`src/rtl/wb_master_arbiter.sv`:
```
// Two-master Wishbone arbiter sharing one slave port, with round-robin or fixed
// priority arbitration, whole-tenure ownership and a stalled-strobe watchdog.
//
// state | meaning
// IDLE  | no owner, slave side quiet, waiting for a master cycle
// OWN0  | master 0 (CPU) owns the slave port until m0_cyc_i falls
// OWN1  | master 1 (DMA/debug) owns the slave port until m1_cyc_i falls
module wb_master_arbiter #(
  parameter int FIXED_PRIO = 0,
  parameter int TIMEOUT    = 255,
  parameter int TCNT_W     = 8
) (
  input  logic        clk,
  input  logic        rst_b,

  input  logic [31:0] m0_adr_i,
  input  logic [31:0] m0_dat_i,
  output logic [31:0] m0_dat_o,
  input  logic [3:0]  m0_sel_i,
  input  logic        m0_we_i,
  input  logic        m0_cyc_i,
  input  logic        m0_stb_i,
  output logic        m0_ack_o,
  output logic        m0_err_o,

  input  logic [31:0] m1_adr_i,
  input  logic [31:0] m1_dat_i,
  output logic [31:0] m1_dat_o,
  input  logic [3:0]  m1_sel_i,
  input  logic        m1_we_i,
  input  logic        m1_cyc_i,
  input  logic        m1_stb_i,
  output logic        m1_ack_o,
  output logic        m1_err_o,

  output logic [31:0] s_adr_o,
  output logic [31:0] s_dat_o,
  input  logic [31:0] s_dat_i,
  output logic [3:0]  s_sel_o,
  output logic        s_we_o,
  output logic        s_cyc_o,
  output logic        s_stb_o,
  input  logic        s_ack_i,
  input  logic        s_err_i,

  output logic [1:0]  gnt_o
);

  localparam logic [1:0] S_IDLE = 2'd0;
  localparam logic [1:0] S_OWN0 = 2'd1;
  localparam logic [1:0] S_OWN1 = 2'd2;

  localparam bit              WD_EN   = (TIMEOUT != 0);
  localparam logic [TCNT_W-1:0] TMO_VAL = TCNT_W'(TIMEOUT);

  logic [1:0]        state_q, state_d;
  logic              last_q, last_d;     // 1: master 1 owned last, so master 0 wins a tie
  logic [TCNT_W-1:0] tcnt_q, tcnt_d;

  logic owned;
  logic own_cyc;
  logic own_stb;
  logic timeout;

  always_comb begin
    owned   = 1'b0;
    own_cyc = 1'b0;
    own_stb = 1'b0;
    case (state_q)
      S_OWN0: begin
        owned   = 1'b1;
        own_cyc = m0_cyc_i;
        own_stb = m0_stb_i;
      end
      S_OWN1: begin
        owned   = 1'b1;
        own_cyc = m1_cyc_i;
        own_stb = m1_stb_i;
      end
      default: ;
    endcase
  end

  assign timeout = WD_EN && owned && (tcnt_q == TMO_VAL);

  always_comb begin
    state_d = state_q;
    last_d  = last_q;
    case (state_q)
      S_IDLE: begin
        if (m0_cyc_i && m1_cyc_i) begin
          state_d = ((FIXED_PRIO != 0) || last_q) ? S_OWN0 : S_OWN1;
        end else if (m0_cyc_i) begin
          state_d = S_OWN0;
        end else if (m1_cyc_i) begin
          state_d = S_OWN1;
        end
      end
      S_OWN0: begin
        if (!m0_cyc_i) begin
          state_d = S_IDLE;
          last_d  = 1'b0;
        end
      end
      S_OWN1: begin
        if (!m1_cyc_i) begin
          state_d = S_IDLE;
          last_d  = 1'b1;
        end
      end
      default: state_d = S_IDLE;
    endcase
  end

  // Count only cycles where the owner is actively waiting on the slave.
  always_comb begin
    tcnt_d = '0;
    if (WD_EN && owned && own_cyc && own_stb && !s_ack_i && !s_err_i && !timeout) begin
      tcnt_d = tcnt_q + TCNT_W'(1);
    end
  end

  always_ff @(posedge clk or negedge rst_b) begin
    if (!rst_b) begin
      state_q <= S_IDLE;
      last_q  <= 1'b1;
      tcnt_q  <= '0;
    end else begin
      state_q <= state_d;
      last_q  <= last_d;
      tcnt_q  <= tcnt_d;
    end
  end

  // Routing is purely combinational so the data phase sees no extra latency.
  always_comb begin
    s_adr_o  = '0;
    s_dat_o  = '0;
    s_sel_o  = '0;
    s_we_o   = 1'b0;
    s_cyc_o  = 1'b0;
    s_stb_o  = 1'b0;
    m0_dat_o = '0;
    m0_ack_o = 1'b0;
    m0_err_o = 1'b0;
    m1_dat_o = '0;
    m1_ack_o = 1'b0;
    m1_err_o = 1'b0;
    gnt_o    = 2'b00;
    case (state_q)
      S_OWN0: begin
        gnt_o    = 2'b01;
        s_adr_o  = m0_adr_i;
        s_dat_o  = m0_dat_i;
        s_sel_o  = m0_sel_i;
        s_we_o   = m0_we_i;
        s_cyc_o  = m0_cyc_i;
        s_stb_o  = m0_stb_i && !timeout;
        m0_dat_o = s_dat_i;
        m0_ack_o = s_ack_i && !timeout;
        m0_err_o = s_err_i || timeout;
      end
      S_OWN1: begin
        gnt_o    = 2'b10;
        s_adr_o  = m1_adr_i;
        s_dat_o  = m1_dat_i;
        s_sel_o  = m1_sel_i;
        s_we_o   = m1_we_i;
        s_cyc_o  = m1_cyc_i;
        s_stb_o  = m1_stb_i && !timeout;
        m1_dat_o = s_dat_i;
        m1_ack_o = s_ack_i && !timeout;
        m1_err_o = s_err_i || timeout;
      end
      default: ;
    endcase
  end

endmodule

```
`config.mk`:
```
export PLATFORM = sky130hd
export DESIGN_NAME = wb_master_arbiter
export DESIGN_NICKNAME = d
export VERILOG_FILES = /design/src/rtl/wb_master_arbiter.sv
export SDC_FILE = /design/constraint.sdc
export NUM_CORES = 1
export LEC_CHECK = 0
export CORE_AREA = 2 2 123 125
export DETAILED_ROUTE_END_ITERATION = 10
export DIE_AREA = 0 0 125 127
export GPL_TIMING_DRIVEN = 0
export PLACE_DENSITY_LB_ADDON = 0.05
export SYNTH_ARGS = -nofsm -noshare
export SYNTH_HDL_FRONTEND = slang
export SYNTH_SLANG_ARGS = --single-unit
```
`constraint.sdc`:
```
create_clock -name clk -period 3.2 [get_ports clk]
set_clock_uncertainty 0.15 [all_clocks]
set_input_delay 0.96 -clock clk [delete_from_list [all_inputs] [get_ports clk]]
set_output_delay 0.96 -clock clk [all_outputs]
set_load 0.01 [all_outputs]
```
# Yosys cells after proc, flatten, opt, wreduce, memory -nomap -nowiden
# Cells that the tools add are included.
[word_totals] ff_bits=11 inputBits=178 out_inout_bits=141 elab_cells=55
[classes] addsub=1 n_eq_ne=6 mux=26 n_reduce_logical=19
[ops] operator="one-hot mux 32 bit (2 select lines)" count=2
[ops] operator="2-to-1 mux 32 bit" count=2
[ops] operator="2-to-1 mux 2 bit" count=6
[ops] operator="logical AND 1 bit" count=10
[ops] operator="one-hot mux 1 bit (2 select lines)" count=5
[ops] operator="adder 8 x 1 -> 8 bit, second input constant" count=1
[ops] operator="equality test 8 bit, second input constant" count=1
[ops] operator="2-to-1 mux 8 bit" count=1
[ops] operator="one-hot mux 4 bit (2 select lines)" count=1
[ops] operator="2-to-1 mux 1 bit" count=7
[ops] operator="one-hot mux 2 bit (3 select lines)" count=1
[ops] operator="AND reduction 3 bit" count=2
[ops] operator="inequality test 2 bit, second input constant" count=2
[ops] operator="inequality test 4 bit, second input constant" count=1
[ops] operator="one-hot mux 2 bit (2 select lines)" count=1
[ops] operator="zero test 1 bit" count=3
[ops] operator="equality test 2 x 1 -> 1 bit, second input constant" count=1
[ops] operator="equality test 2 bit, second input constant" count=1
[ops] operator="zero test 2 bit" count=1
[ops] operator="nonzero test 2 bit" count=1
[ops] operator="OR reduction 2 bit" count=1
[ops] operator="logical OR 1 bit" count=1

# Logic depth before layout (Yosys ltp)
# Gate-level depths: netlist of the first run.
[logic_depth] ltp_word=9 mapped_depth=7 mapped_depth_nobuf=5

# Least setup slack after synthesis of the first run
# Ideal clock, no wire load.
[synth_path] path_type="register -> output" from="register state_q[0]" to="output m0_err_o" t_arrival_ns=1.748 required_time_ns=2.090 path_slack_ns=0.342 stages_incl_launch_ff=7 path_buffers=1 path_cell_list="dfrtp_1 -> inv_1 -> ha_1 -> clkbuf_1 -> nand2_1 -> o31ai_4 -> and2_1"
[synth_via] elab_chain_len=6
[synth_lines] element="from (decl)" line_no="56" rtl="logic [1:0] state_q, state_d;"
[synth_lines] element="from (signal assigned)" line_no="129" rtl="state_q <= state_d;"
[synth_lines] element="equality test 2 bit or equality test 2 x 1 -> 1 bit (tied branches)" line_no="69, 150"
[synth_lines] element="OR reduction 2 bit (no line)"
[synth_lines] element="2-to-1 mux 1 bit" line_no="69" rtl="case (state_q)"
[synth_lines] element="logical AND 1 bit" line_no="84" rtl="assign timeout = WD_EN && owned && (tcnt_q == TMO_VAL);"
[synth_lines] element="logical OR 1 bit" line_no="161" rtl="m0_err_o = s_err_i || timeout;"
[synth_lines] element="2-to-1 mux 1 bit *" line_no="150" rtl="case (state_q)"
[synth_lines] element="to (decl)" line_no="24" rtl="output logic m0_err_o,"
# Mark *: on every way between the ends. The rest lies on a longest branch, timed or not.

# Worst setup path after layout of the first run
[layout_path] from="register state_q[0]" to="output m0_ack_o"
[layout_via] elab_chain_len=7
[layout_lines] element="equality test 2 bit or equality test 2 x 1 -> 1 bit (tied branches)" line_no="69, 150"
[layout_lines] element="OR reduction 2 bit (no line)"
[layout_lines] element="2-to-1 mux 1 bit" line_no="69"
[layout_lines] element="logical AND 1 bit" line_no="84"
[layout_lines] element="zero test 1 bit" line_no="160" rtl="m0_ack_o = s_ack_i && !timeout;"
[layout_lines] element="logical AND 1 bit" line_no="160"
[layout_lines] element="2-to-1 mux 1 bit *" line_no="150"
[layout_lines] element="to (decl)" line_no="23" rtl="output logic m0_ack_o,"
# Marks and branches as above.

==> results of run 1 <==
worst register-to-register path, cell delays in order (launching register included):
cell and delay (ns):
dfrtp_1 0.40, inv_2 0.11, ha_1 0.17, buf_6 0.12, buf_4 0.11, a22oi_4 0.04, buf_4 0.16, or4b_1 0.50
buf_4 0.20, a211oi_2 0.15
how the worst max path moves through the flow:
stage / cells past startpoint / start / end / slack (ns)
CTS: 7 / state_q[0] / m1_dat_o[18] / -0.04
global route: 7 / state_q[1] / s_dat_o[22] / 0.004
detailed placement: 7 / state_q[0] / m0_err_o / -0.71
floorplan: 6 / state_q[0] / m0_err_o / 0.34
finish: 6 / state_q[0] / m0_ack_o / 0.11
global placement: 7 / state_q[0] / m1_err_o / -0.62
timing repair:
action                                  CTS  global route
resized for setup                       172            22
pin swaps                                 1             2
endpoints found under the setup margin  139            23
buffers inserted                          5             7
layout make-up:
cell class	count	area, um^2	share of cell area [%]
multi-input cells	253	1797	30.94
inverters	6	22.52	0.3878
diodes	1	2.502	0.04309
well taps	184	230.2	3.965
clock buffers	4	78.83	1.357
repair buffers	330	3156	54.34
plain buffers	31	244.0	4.202
flip-flops and latches	11	276.5	4.762
synthesized netlist by cell type (3+ instances only):
cell,n,area [um^2]
nand3_1,3,15.01
buf_2,3,15.01
clkbuf_1,25,93.84
a22oi_1,70,525.5
a211oi_2,3,37.54
ha_1,6,75.07
or3_1,4,25.02
nand2_1,3,11.26
o21ai_0,5,25.02
nor3_2,5,50.05
and3_1,3,18.77
nor2b_1,70,437.9
and2_1,66,412.9
dfrtp_1,10,250.2
inv_1,6,22.52
buf_4,3,22.52
metal layers:
metal	vias up	GRT usage (%)	wire length, um
met4	0	3.072	197
met2	147	32.58	7960
met5	-	0	0
met3	10	3.392	843
met1	1619	19.27	5583
li1	1731	-	-
kinds of logic (layout without fill, tap and decap cells):
logic type,Yosys count,after routing,synth area share (%)
AOI/OAI and AO/OA,86,86,30.35
DFF,11,11,12.44
muxes,1,1,0.5067
and+or+nand+nor,157,157,44.88
buffers and inverters,39,371,7.263
other,0,1,0
xor gates and xnor gates,3,3,1.183
adders and majority gates,6,6,3.378
state kept, by name, summed over array words and instances, names as in the netlist:
signal	count
state_q	2
tcnt_q	8
last_q	1
per-stage QoR:
stage / hold WS, ns / total power [uW] / setup TNS, ns / util [%] / std cells
5_1_grt: 0.3654 / 3296 / 0 / 40.26 / 820
3_5_place_dp: 0.3269 / 2924 / -33.78 / 39.07 / 805
6_report: 0.3326 / 3048 / 0 / 40.26 / 820
3_3_place_gp: 0.3168 / 2913 / -28.51 / 39.07 / 805
2_1_floorplan: 0.2994 / 1478 / 0 / - / 303
4_1_cts: 0.3364 / 3056 / -0.3040 / 39.59 / 812
power breakdown:
| part | switching [uW] | internal (uW) |
|---|---|---|
| Combinational | 1260 | 1390 |
| Clock | 59.9 | 167 |
| Sequential | 11.5 | 161 |
| Total | 1330 | 1720 |
placed cells by master (no fill, tap or decap), types with 2 or more instances in the layout:
cell / n
a211oi_2: 3
a22oi_1: 70
and2_1: 66
and3_1: 3
buf_2: 2
buf_4: 16
buf_6: 5
clkbuf_1: 7
clkbuf_16: 4
clkbuf_2: 8
clkbuf_4: 3
clkbuf_8: 2
clkdlybuf4s50_1: 178
dfrtp_1: 10
dlygate4sd2_1: 122
dlymetal6s2s_1: 16
ha_1: 5
inv_1: 4
inv_2: 2
nand2_1: 3
nand3_1: 3
nor2b_1: 70
nor3_2: 5
o21ai_0: 5
or3_1: 4
xor2_1: 2
==> impl_metrics.env, run 1 <==
export IMPL_criticalPathCategory="flop to output port"
export IMPL_clock_path_buffers=2
export IMPL_worst_path_max_delay_cell="dfrtp_1"
export IMPL_hold_violations=0
export IMPL_fill_cells=1555
export IMPL_cp_end_kind="output port"
export IMPL_start_util_pct=15.41
export IMPL_setup_violations=0
export IMPL_synth_main_ff_cell="dfrtp_1"
export IMPL_hp_start="tcnt_q[0]"
export IMPL_period_needed_ns=3.090
export IMPL_root_buffer="clkbuf_16"
export IMPL_syn_cell_area_mm2=0.002222
export IMPL_routed_via_density=4.277
export IMPL_crit_chain="inv_2, ha_4, nand2_1, or3_1, and3_1, dlygate4sd2_1"
export IMPL_clk_pin_slew_worst_paths_ns=0.04
export IMPL_required_ns=2.09
export IMPL_hold_path_depth=1
export IMPL_dp_hpwl_um=12450
export IMPL_final_setup_worst_slack_ns=0.1099
export IMPL_r2r_end="tcnt_q[6]"
export IMPL_slowest_delay_ns=0.39
export IMPL_synth_warning_count=0
export IMPL_vias=3507
export IMPL_critPathLaunchType="flop"
export IMPL_wirelength_um=14590
export IMPL_critical_path_top_delay_family="simple AND/OR/NAND/NOR gates"
export IMPL_die_x_um=125
export IMPL_dpl_instance_area_mm2=0.005635
export IMPL_rsz0062_at_grt="false"
export IMPL_reg2regPathDepth=9
export IMPL_grt_first_pass_wirelength_um=21200
export IMPL_grt_start_max_net_pins=12
export IMPL_post_route_cell_area_mm2=0.005807
export IMPL_cts_buffers_inserted=3
export IMPL_p_per_area_mw_per_mm2=524.8
export IMPL_drive_gt1_share_pct=9.134
export IMPL_arrival_ns=1.98
export IMPL_run_status="complete, no violations"
export IMPL_async_reset_ff_share_pct=100.0
export IMPL_die_h_um=127
export IMPL_place_congestion=0.8532
export IMPL_worst_pin_slew_ns=0.5026
export IMPL_synth_fp_nets=487
export IMPL_htreeDepth=1
export IMPL_synth_cells=303
export IMPL_grt_total_usage_pct=16.85
export IMPL_r2r_setup_slack_ns=1.00
export IMPL_row_count=44
export IMPL_ys_ff_latch=11
export IMPL_drc=0
export IMPL_core_area_mm2=0.01442
export IMPL_irDropWorstVdd_mv=0.2782
export IMPL_gr_total_overflow=0
export IMPL_synth_edf_count=0
export IMPL_layout_nets=820
export IMPL_synth_cell_types=32
export IMPL_p_leak_uw=0.002929
export IMPL_cts_sinks=11
export IMPL_fin_crit_sh_pct=96.56
export IMPL_hp_class="flop to flop"
export IMPL_holdBufCountCts=0
export IMPL_synth_seq_area_share_pct=12.44
export IMPL_drt_pre_antenna_iters=4
export IMPL_grt_pass1_vias=3471
export IMPL_area_growth_pct=161.3
export IMPL_drv_slew=0
export IMPL_drt_iter0_drc=130
export IMPL_cts_tree="done"
export IMPL_die_area_mm2=0.01588
export IMPL_insertion_delay_ns=0.24
export IMPL_cap_violations=0
export IMPL_grt_antenna_before_repair=1
export IMPL_synth_avg_cell_area_um2=7.334
export IMPL_io_buffer_count=318
export IMPL_worstPathMaxFanout=8
export IMPL_wl_per_cell_um=17.79
export IMPL_holdPathEnd="tcnt_q[0]"
export IMPL_critPathBufInv=2
export IMPL_dp_slack_ns=-0.7052
export IMPL_io_pins=319
export IMPL_max_freq_mhz=323.6
export IMPL_slew_headroom_pct=66.39
export IMPL_detail_route_antenna_nets=0
export IMPL_r2r_start="state_q[0]"
Note: power is estimated with default switching activity, not from simulation.
==> inputs of run 2 (changes only) <==
--- a/config.mk
+++ b/config.mk
@@ -8,7 +8,6 @@
 export CORE_AREA = 2 2 123 125
 export DETAILED_ROUTE_END_ITERATION = 10
 export DIE_AREA = 0 0 125 127
-export GPL_TIMING_DRIVEN = 0
 export PLACE_DENSITY_LB_ADDON = 0.05
 export SYNTH_ARGS = -nofsm -noshare
 export SYNTH_HDL_FRONTEND = slang
==> run 2 against run 1 <==
Compared with the run above: cell count down 2.7%; combinational power up 3%; sequential share of layout area down 0.070 points; via count down 1.4%; worst hold slack better by 0.0037 ns; first-iteration DRC count down 18%; setup slack worse by 0.10 ns; die area unchanged; wire length down 0.47%; power up 2.7%.
==> impl_metrics.env, run 2 (synthesis gave the netlist of run 1 again) <==
export IMPL_run_status="complete, no violations"
export IMPL_place_congestion=0.8587
export IMPL_fill_cells=1496
export IMPL_drv_slew=0
export IMPL_wirelength_um=14520
export IMPL_regMostFlops="tcnt_q"
export IMPL_fin_cells=798
export IMPL_area_growth_pct=165.2
export IMPL_worstPathMaxFanout=2
export IMPL_grt_total_usage_pct=16.55
export IMPL_regArea_um2=276.5
export IMPL_io_buffer_count=318
export IMPL_period_needed_ns=3.193
export IMPL_hp_class="flop to flop"
export IMPL_clock_path_buffers=2
export IMPL_wl_per_cell_um=18.19
export IMPL_max_freq_mhz=313.2
export IMPL_required_ns=2.09
export IMPL_critPathLaunchType="input port"
export IMPL_arrival_ns=2.08
export IMPL_fin_crit_sh_pct=99.78
export IMPL_cts_tree="done"
export IMPL_die_h_um=127
export IMPL_irDropWorstVdd_mv=0.2977
export IMPL_p_leak_uw=0.003162
export IMPL_die_area_mm2=0.01588
export IMPL_drt_pre_antenna_iters=4
export IMPL_dp_cells=789
export IMPL_routed_via_density=4.333
export IMPL_root_buffer="clkbuf_16"
export IMPL_drc=0
export IMPL_layout_nets=799
export IMPL_grt_start_max_net_pins=71
export IMPL_htreeDepth=1
export IMPL_holdBufCountCts=0
export IMPL_drt_iter0_drc=106
export IMPL_clk_pin_slew_worst_paths_ns=0.04
export IMPL_gr_total_overflow=0
export IMPL_cap_violations=0
export IMPL_row_count=44
export IMPL_setup_violations=0
export IMPL_crit_chain="clkdlybuf4s50_1, mux2_2, and3_1, clkdlybuf4s15_1"
export IMPL_cts_sinks=11
export IMPL_mostFrequentLayoutCell="clkdlybuf4s50_1"
export IMPL_p_per_area_mw_per_mm2=531.3
export IMPL_grt_pass1_vias=3365
export IMPL_criticalPathCategory="input port to output port"
export IMPL_io_pins=319
export IMPL_final_cell_mix="clkdlybuf4s50_1 (179), dlygate4sd2_1 (99), a22oi_1 (70), nor2b_1 (70), and2_1 (66)"
export IMPL_core_area_mm2=0.01442
export IMPL_die_x_um=125
export IMPL_reg_largest_list="tcnt_q: 8 flops, state_q: 2 flops, last_q: 1 flops"
export IMPL_drive_gt1_share_pct=7.166
export IMPL_insertion_delay_ns=0.24
export IMPL_worst_path_max_delay_cell="clkdlybuf4s50_1"
export IMPL_multi_input_area_mm2=0.001822
export IMPL_slew_headroom_pct=65.18
export IMPL_cts_buffers_inserted=3
export IMPL_cp_end_kind="output port"
export IMPL_vias=3458
export IMPL_grt_first_pass_wirelength_um=20730
export IMPL_tns_ns=0
export IMPL_dp_hpwl_um=11550
export IMPL_slowest_delay_ns=0.44
export IMPL_detail_route_antenna_nets=0
export IMPL_grt_antenna_before_repair=0
export IMPL_antenna_cells=0
export IMPL_worst_pin_slew_ns=0.5206
export IMPL_largest_reg_flops=8
export IMPL_start_util_pct=15.41
export IMPL_hold_violations=0
run 2: cell types whose count changed in the layout (fill, tap and decap cells not counted), sizes merged:
cell / before / now
dlygate4sd2: 122 / 99
dlymetal6s2s: 16 / 38
clkbuf: 24 / 5
buf: 24 / 21
bufbuf: 0 / 1
clkdlybuf4s50: 178 / 179
diode: 1 / 0
run 2: critical path, delay by kind of cell:
family                 cells  cell delay (ns)
multiplexers               1             0.28
buffers and inverters      2             0.67
AND/OR/NAND/NOR            1             0.18
run 2: through the flow:
stage               util, %  worst slack (ns)  hold WS [ns]  total power, uW  instance area [um^2]
floorplan                 -            0.3420        0.2994             1478                  2222
global placement      39.88           -0.2581        0.3201             3076                  5752
detailed placement    39.88           -0.2593        0.3257             3079                  5752
CTS                   40.03           -0.1304        0.3353             3184                  5774
global route          40.86          -0.02562        0.3627             3378                  5893
finish                40.86          0.006961        0.3363             3131                  5893
run 2: report_power, final:
group	leakage, uW	switching [uW]	total (uW)	internal [uW]
clock	0.0000382	63.4	231	167
combinational	0.00298	1270	2730	1460
sequential	0.000148	7.20	168	161
run 2: worst paths after layout:
kind	startpoint	to	slack [ns]	cells past startpoint
hold / removal	tcnt_q[0]	tcnt_q[0]	0.34	1
hold reg to reg	tcnt_q[0]	tcnt_q[0]	0.34	1
setup reg to reg	state_q[1]	tcnt_q[7]	0.62	9
min in group asynchronous	rst_b	tcnt_q[7]	0.92	1
max in group asynchronous	rst_b	last_q	1.62	1
setup / recovery	m0_stb_i	s_stb_o	0.007	4
run 2: layout make-up:
cell class / count / area share, %
repair buffers: 340 / 58.77
multi-input cells: 253 / 30.91
flip-flops and latches: 11 / 4.692
well taps: 184 / 3.907
clock buffers: 4 / 1.338
inverters: 6 / 0.3822
run 2: repair_timing:
| action | 4_1_cts | 5_1_grt |
|---|---|---|
| gates cloned | 2 | 0 |
| setup endpoints to repair | 104 | 39 |
| gates resized for setup | 103 | 43 |
| buffers inserted | 0 | 3 |
| pin swaps | 0 | 1 |
run 2: per-layer routing:
layer | up-vias | track usage [%] | wire length [um]
met2 | 154 | 32.10 | 7764
met3 | 21 | 3.853 | 954
li1 | 1687 | - | -
met1 | 1596 | 17.94 | 5411
met4 | 0 | 4.510 | 388
met5 | - | 0 | 0
==> inputs of run 3 (changes only) <==
--- a/config.mk
+++ b/config.mk
@@ -5,9 +5,10 @@
 export SDC_FILE = /design/constraint.sdc
 export NUM_CORES = 1
 export LEC_CHECK = 0
-export CORE_AREA = 2 2 123 125
+export ABC_AREA = 1
+export CORE_AREA = 2 2 124 126
 export DETAILED_ROUTE_END_ITERATION = 10
-export DIE_AREA = 0 0 125 127
+export DIE_AREA = 0 0 126 128
 export PLACE_DENSITY_LB_ADDON = 0.05
 export SYNTH_ARGS = -nofsm -noshare
 export SYNTH_HDL_FRONTEND = slang
==> run 3 against run 2 <==
Compared with the run above: global-route usage shrank 0.64 points; power is 8.7% lower; sequential power about the same; critical path type unchanged; critical endpoint is now m1_dat_o[20]; highest routed layer unchanged.
==> impl_metrics.env, run 3 <==
export IMPL_run_status="complete, no violations"
export IMPL_grt_antenna_before_repair=0
export IMPL_row_count=45
export IMPL_synth_avg_cell_area_um2=4.771
export IMPL_io_pins=319
export IMPL_synth_seq_area_share_pct=12.77
export IMPL_critPathBufInv=3
export IMPL_wl_per_cell_um=14.79
export IMPL_worst_pin_slew_ns=0.4851
export IMPL_htreeDepth=1
export IMPL_final_cell_mix="nand2_1 (225), clkdlybuf4s50_1 (182), dlygate4sd2_1 (101)"
export IMPL_clk_pin_slew_worst_paths_ns=0.04
export IMPL_synth_warning_count=0
export IMPL_slowest_delay_ns=0.52
export IMPL_grt_pass1_vias=3671
export IMPL_clock_path_buffers=2
export IMPL_synth_common_cells="nand2_1 (225), inv_1 (75), a21oi_1 (72), nor2_1 (16), buf_2 (15)"
export IMPL_detail_route_antenna_nets=0
export IMPL_fin_crit_sh_pct=99.52
export IMPL_ys_ff_latch=11
export IMPL_synth_fa_ha_area_share_pct=3.466
export IMPL_cts_sinks=11
export IMPL_reg_largest_list="tcnt_q: 8 flops, state_q: 2 flops, last_q: 1 flops"
export IMPL_dp_hpwl_um=11640
export IMPL_synth_cell_types=20
export IMPL_cts_tree="done"
export IMPL_p_int_uw=1424
export IMPL_synth_compound_area_share_pct=19.06
export IMPL_holdBufCountCts=0
export IMPL_cts_buffers_inserted=3
export IMPL_wirelength_um=14160
export IMPL_synth_fp_nets=638
export IMPL_area_growth_pct=163.7
export IMPL_grt_total_usage_pct=15.91
export IMPL_insertion_delay_ns=0.23
export IMPL_synth_most_common_cell="nand2_1"
export IMPL_layout_nets=954
export IMPL_setup_violations=0
export IMPL_drt_iter0_drc=206
export IMPL_die_area_mm2=0.01613
export IMPL_clockPowerShare_pct=7.8
export IMPL_core_area_mm2=0.01486
export IMPL_mostFrequentLayoutCell="nand2_1"
export IMPL_slew_headroom_pct=67.56
export IMPL_synth_mux_area_share_pct=0
export IMPL_hp_class="flop to flop"
export IMPL_grt_start_max_net_pins=47
export IMPL_drt_pre_antenna_iters=4
export IMPL_async_reset_ff_share_pct=100.0
export IMPL_antenna_cells=0
export IMPL_die_h_um=128
export IMPL_hold_violations=0
export IMPL_synth_area_top_cells="nand2_1 (39%), a21oi_1 (17%), inv_1 (13%)"
export IMPL_irDropWorstVdd_mv=0.3031
export IMPL_largest_reg_flops=8
export IMPL_yosysTopAreaCell="nand2_1"
export IMPL_required_ns=2.09
export IMPL_place_congestion=0.8336
export IMPL_synth_edf_count=0
export IMPL_r2r_start="state_q[0]"
export IMPL_regMostFlops="tcnt_q"
export IMPL_whs_ns=0.3129
export IMPL_crit_chain="clkdlybuf4s50_1, nand2_1, inv_1, clkdlybuf4s50_1"
export IMPL_cap_violations=0
export IMPL_combPwrFrac_pct=86.3
export IMPL_gr_total_overflow=0
export IMPL_period_needed_ns=3.185
export IMPL_fill_cells=1647
export IMPL_postLayoutCoreUtil_pct=38.42
export IMPL_timing_critical_path_from="s_dat_i[20]"
export IMPL_grt_first_pass_wirelength_um=20620
export IMPL_synth_main_ff_cell="dfrtp_1"
export IMPL_synth_cells=454
export IMPL_critical_path_top_delay_family="buffers and inverters"
export IMPL_hp_start="tcnt_q[0]"
export IMPL_criticalPathCategory="input port to output port"
export IMPL_synth_top_family_by_area="simple AND/OR/NAND/NOR gates"
export IMPL_synthSimpleGateAreaFrac_pct=43.39
export IMPL_max_freq_mhz=314.0
export IMPL_routed_via_density=4.003
export IMPL_syn_cell_area_mm2=0.002166
export IMPL_yosysTopAreaCellShare_pct=38.99
export IMPL_critPathLaunchType="input port"
export IMPL_crit_path_frequent_cell="clkdlybuf4s50_1"
export IMPL_swShare_pct=50.19
export IMPL_sequentialPowerShare_pct=5.9
export IMPL_drv_slew=0
export IMPL_io_buffer_count=318
export IMPL_p_leak_uw=0.003573
export IMPL_drc=0
export IMPL_arrival_ns=2.07
export IMPL_worstPathMaxFanout=2
export IMPL_vias=3831
export IMPL_start_util_pct=14.57
export IMPL_switchingPower_uw=1435
export IMPL_root_buffer="clkbuf_16"
export IMPL_synth_xor_area_share_pct=1.213
export IMPL_worst_path_max_delay_cell="clkdlybuf4s50_1"
export IMPL_cp_end_kind="output port"
export IMPL_p_per_area_mw_per_mm2=500.8
export IMPL_drive_gt1_share_pct=4.161
export IMPL_die_x_um=126
==> run 3: path summary, 6_finish.rpt <==
path	cells after the start	slack (ns)	to
worst max-delay path	4	0.02	m1_dat_o[20]
worst max register to register	10	1.26	tcnt_q[6]
max in group asynchronous	1	1.64	last_q
worst min-delay path	1	0.31	tcnt_q[0]
min in group asynchronous	1	0.91	tcnt_q[3]
worst min register to register	1	0.31	tcnt_q[0]
==> run 3: cell type report <==
| class | instances | area [um^2] | share of cell area (%) |
|---|---|---|---|
| clock buffers | 4 | 78.83 | 1.380 |
| flip-flops and latches | 11 | 276.5 | 4.842 |
| multi-input cells | 337 | 1479 | 25.90 |
| inverters | 77 | 289.0 | 5.061 |
| well taps | 188 | 235.2 | 4.119 |
| repair buffers | 340 | 3352 | 58.70 |
==> run 3: worst reg2reg max path: stages (launching register included) <==
cell     delay, ns
dfrtp_1       0.38
inv_1         0.14
ha_4          0.20
buf_4         0.22
nand2_1       0.07
nand2_1       0.07
nand2_1       0.08
buf_4         0.13
nor2_1        0.12
nand3_2       0.17
nor2_1        0.14
==> run 3: metrics by stage <==
step | TNS, ns | instances | cell area, um^2 | setup slack [ns] | power [uW]
3_3_place_gp | -7.494 | 949 | 5648 | -0.2804 | 2923
4_1_cts | 0 | 957 | 5629 | 0.0001192 | 2941
2_1_floorplan | 0 | 454 | 2166 | 0.7347 | 1372
3_5_place_dp | -7.752 | 949 | 5648 | -0.2721 | 2931
6_report | 0 | 957 | 5710 | 0.01535 | 2860
5_1_grt | -0.006242 | 957 | 5710 | -0.006242 | 3117
==> run 3: logic make-up (layout without fill, tap and decap cells) <==
group | count (synthesis) | in the layout
buffers and inverters | 106 | 421
flip-flops | 11 | 11
AND/OR/NAND/NOR | 247 | 247
adder cells (fa/ha/maj) | 6 | 6
XOR/XNOR | 3 | 3
AO/OA/AOI/OAI | 81 | 81
==> run 3: power by group through the flow <==
stage                     Sequential [uW]  Clock [uW]  Combinational, uW
after floorplan                       174           0               1200
after global placement                171           0               2750
after detailed placement              172           0               2760
after CTS                             170         227               2540
after global routing                  173         242               2700
final                                 170         223               2470
==> run 3: metal layers <==
metal / wire length (um) / share of wire, % / vias up / GRT usage (%)
met5: 0 / 0 / - / 0
met1: 5614 / 40 / 1670 / 18.68
met3: 1153 / 8.1 / 12 / 4.132
met4: 191 / 1.3 / 0 / 2.327
met2: 7196 / 51 / 165 / 29.63
li1: - / - / 1984 / -
==> run 3: timing repair <==
item,CTS,global route
resized for setup,102,36
setup endpoints to repair,105,35
pin swaps,1,0
gates cloned,0,0
setup buffers,4,0
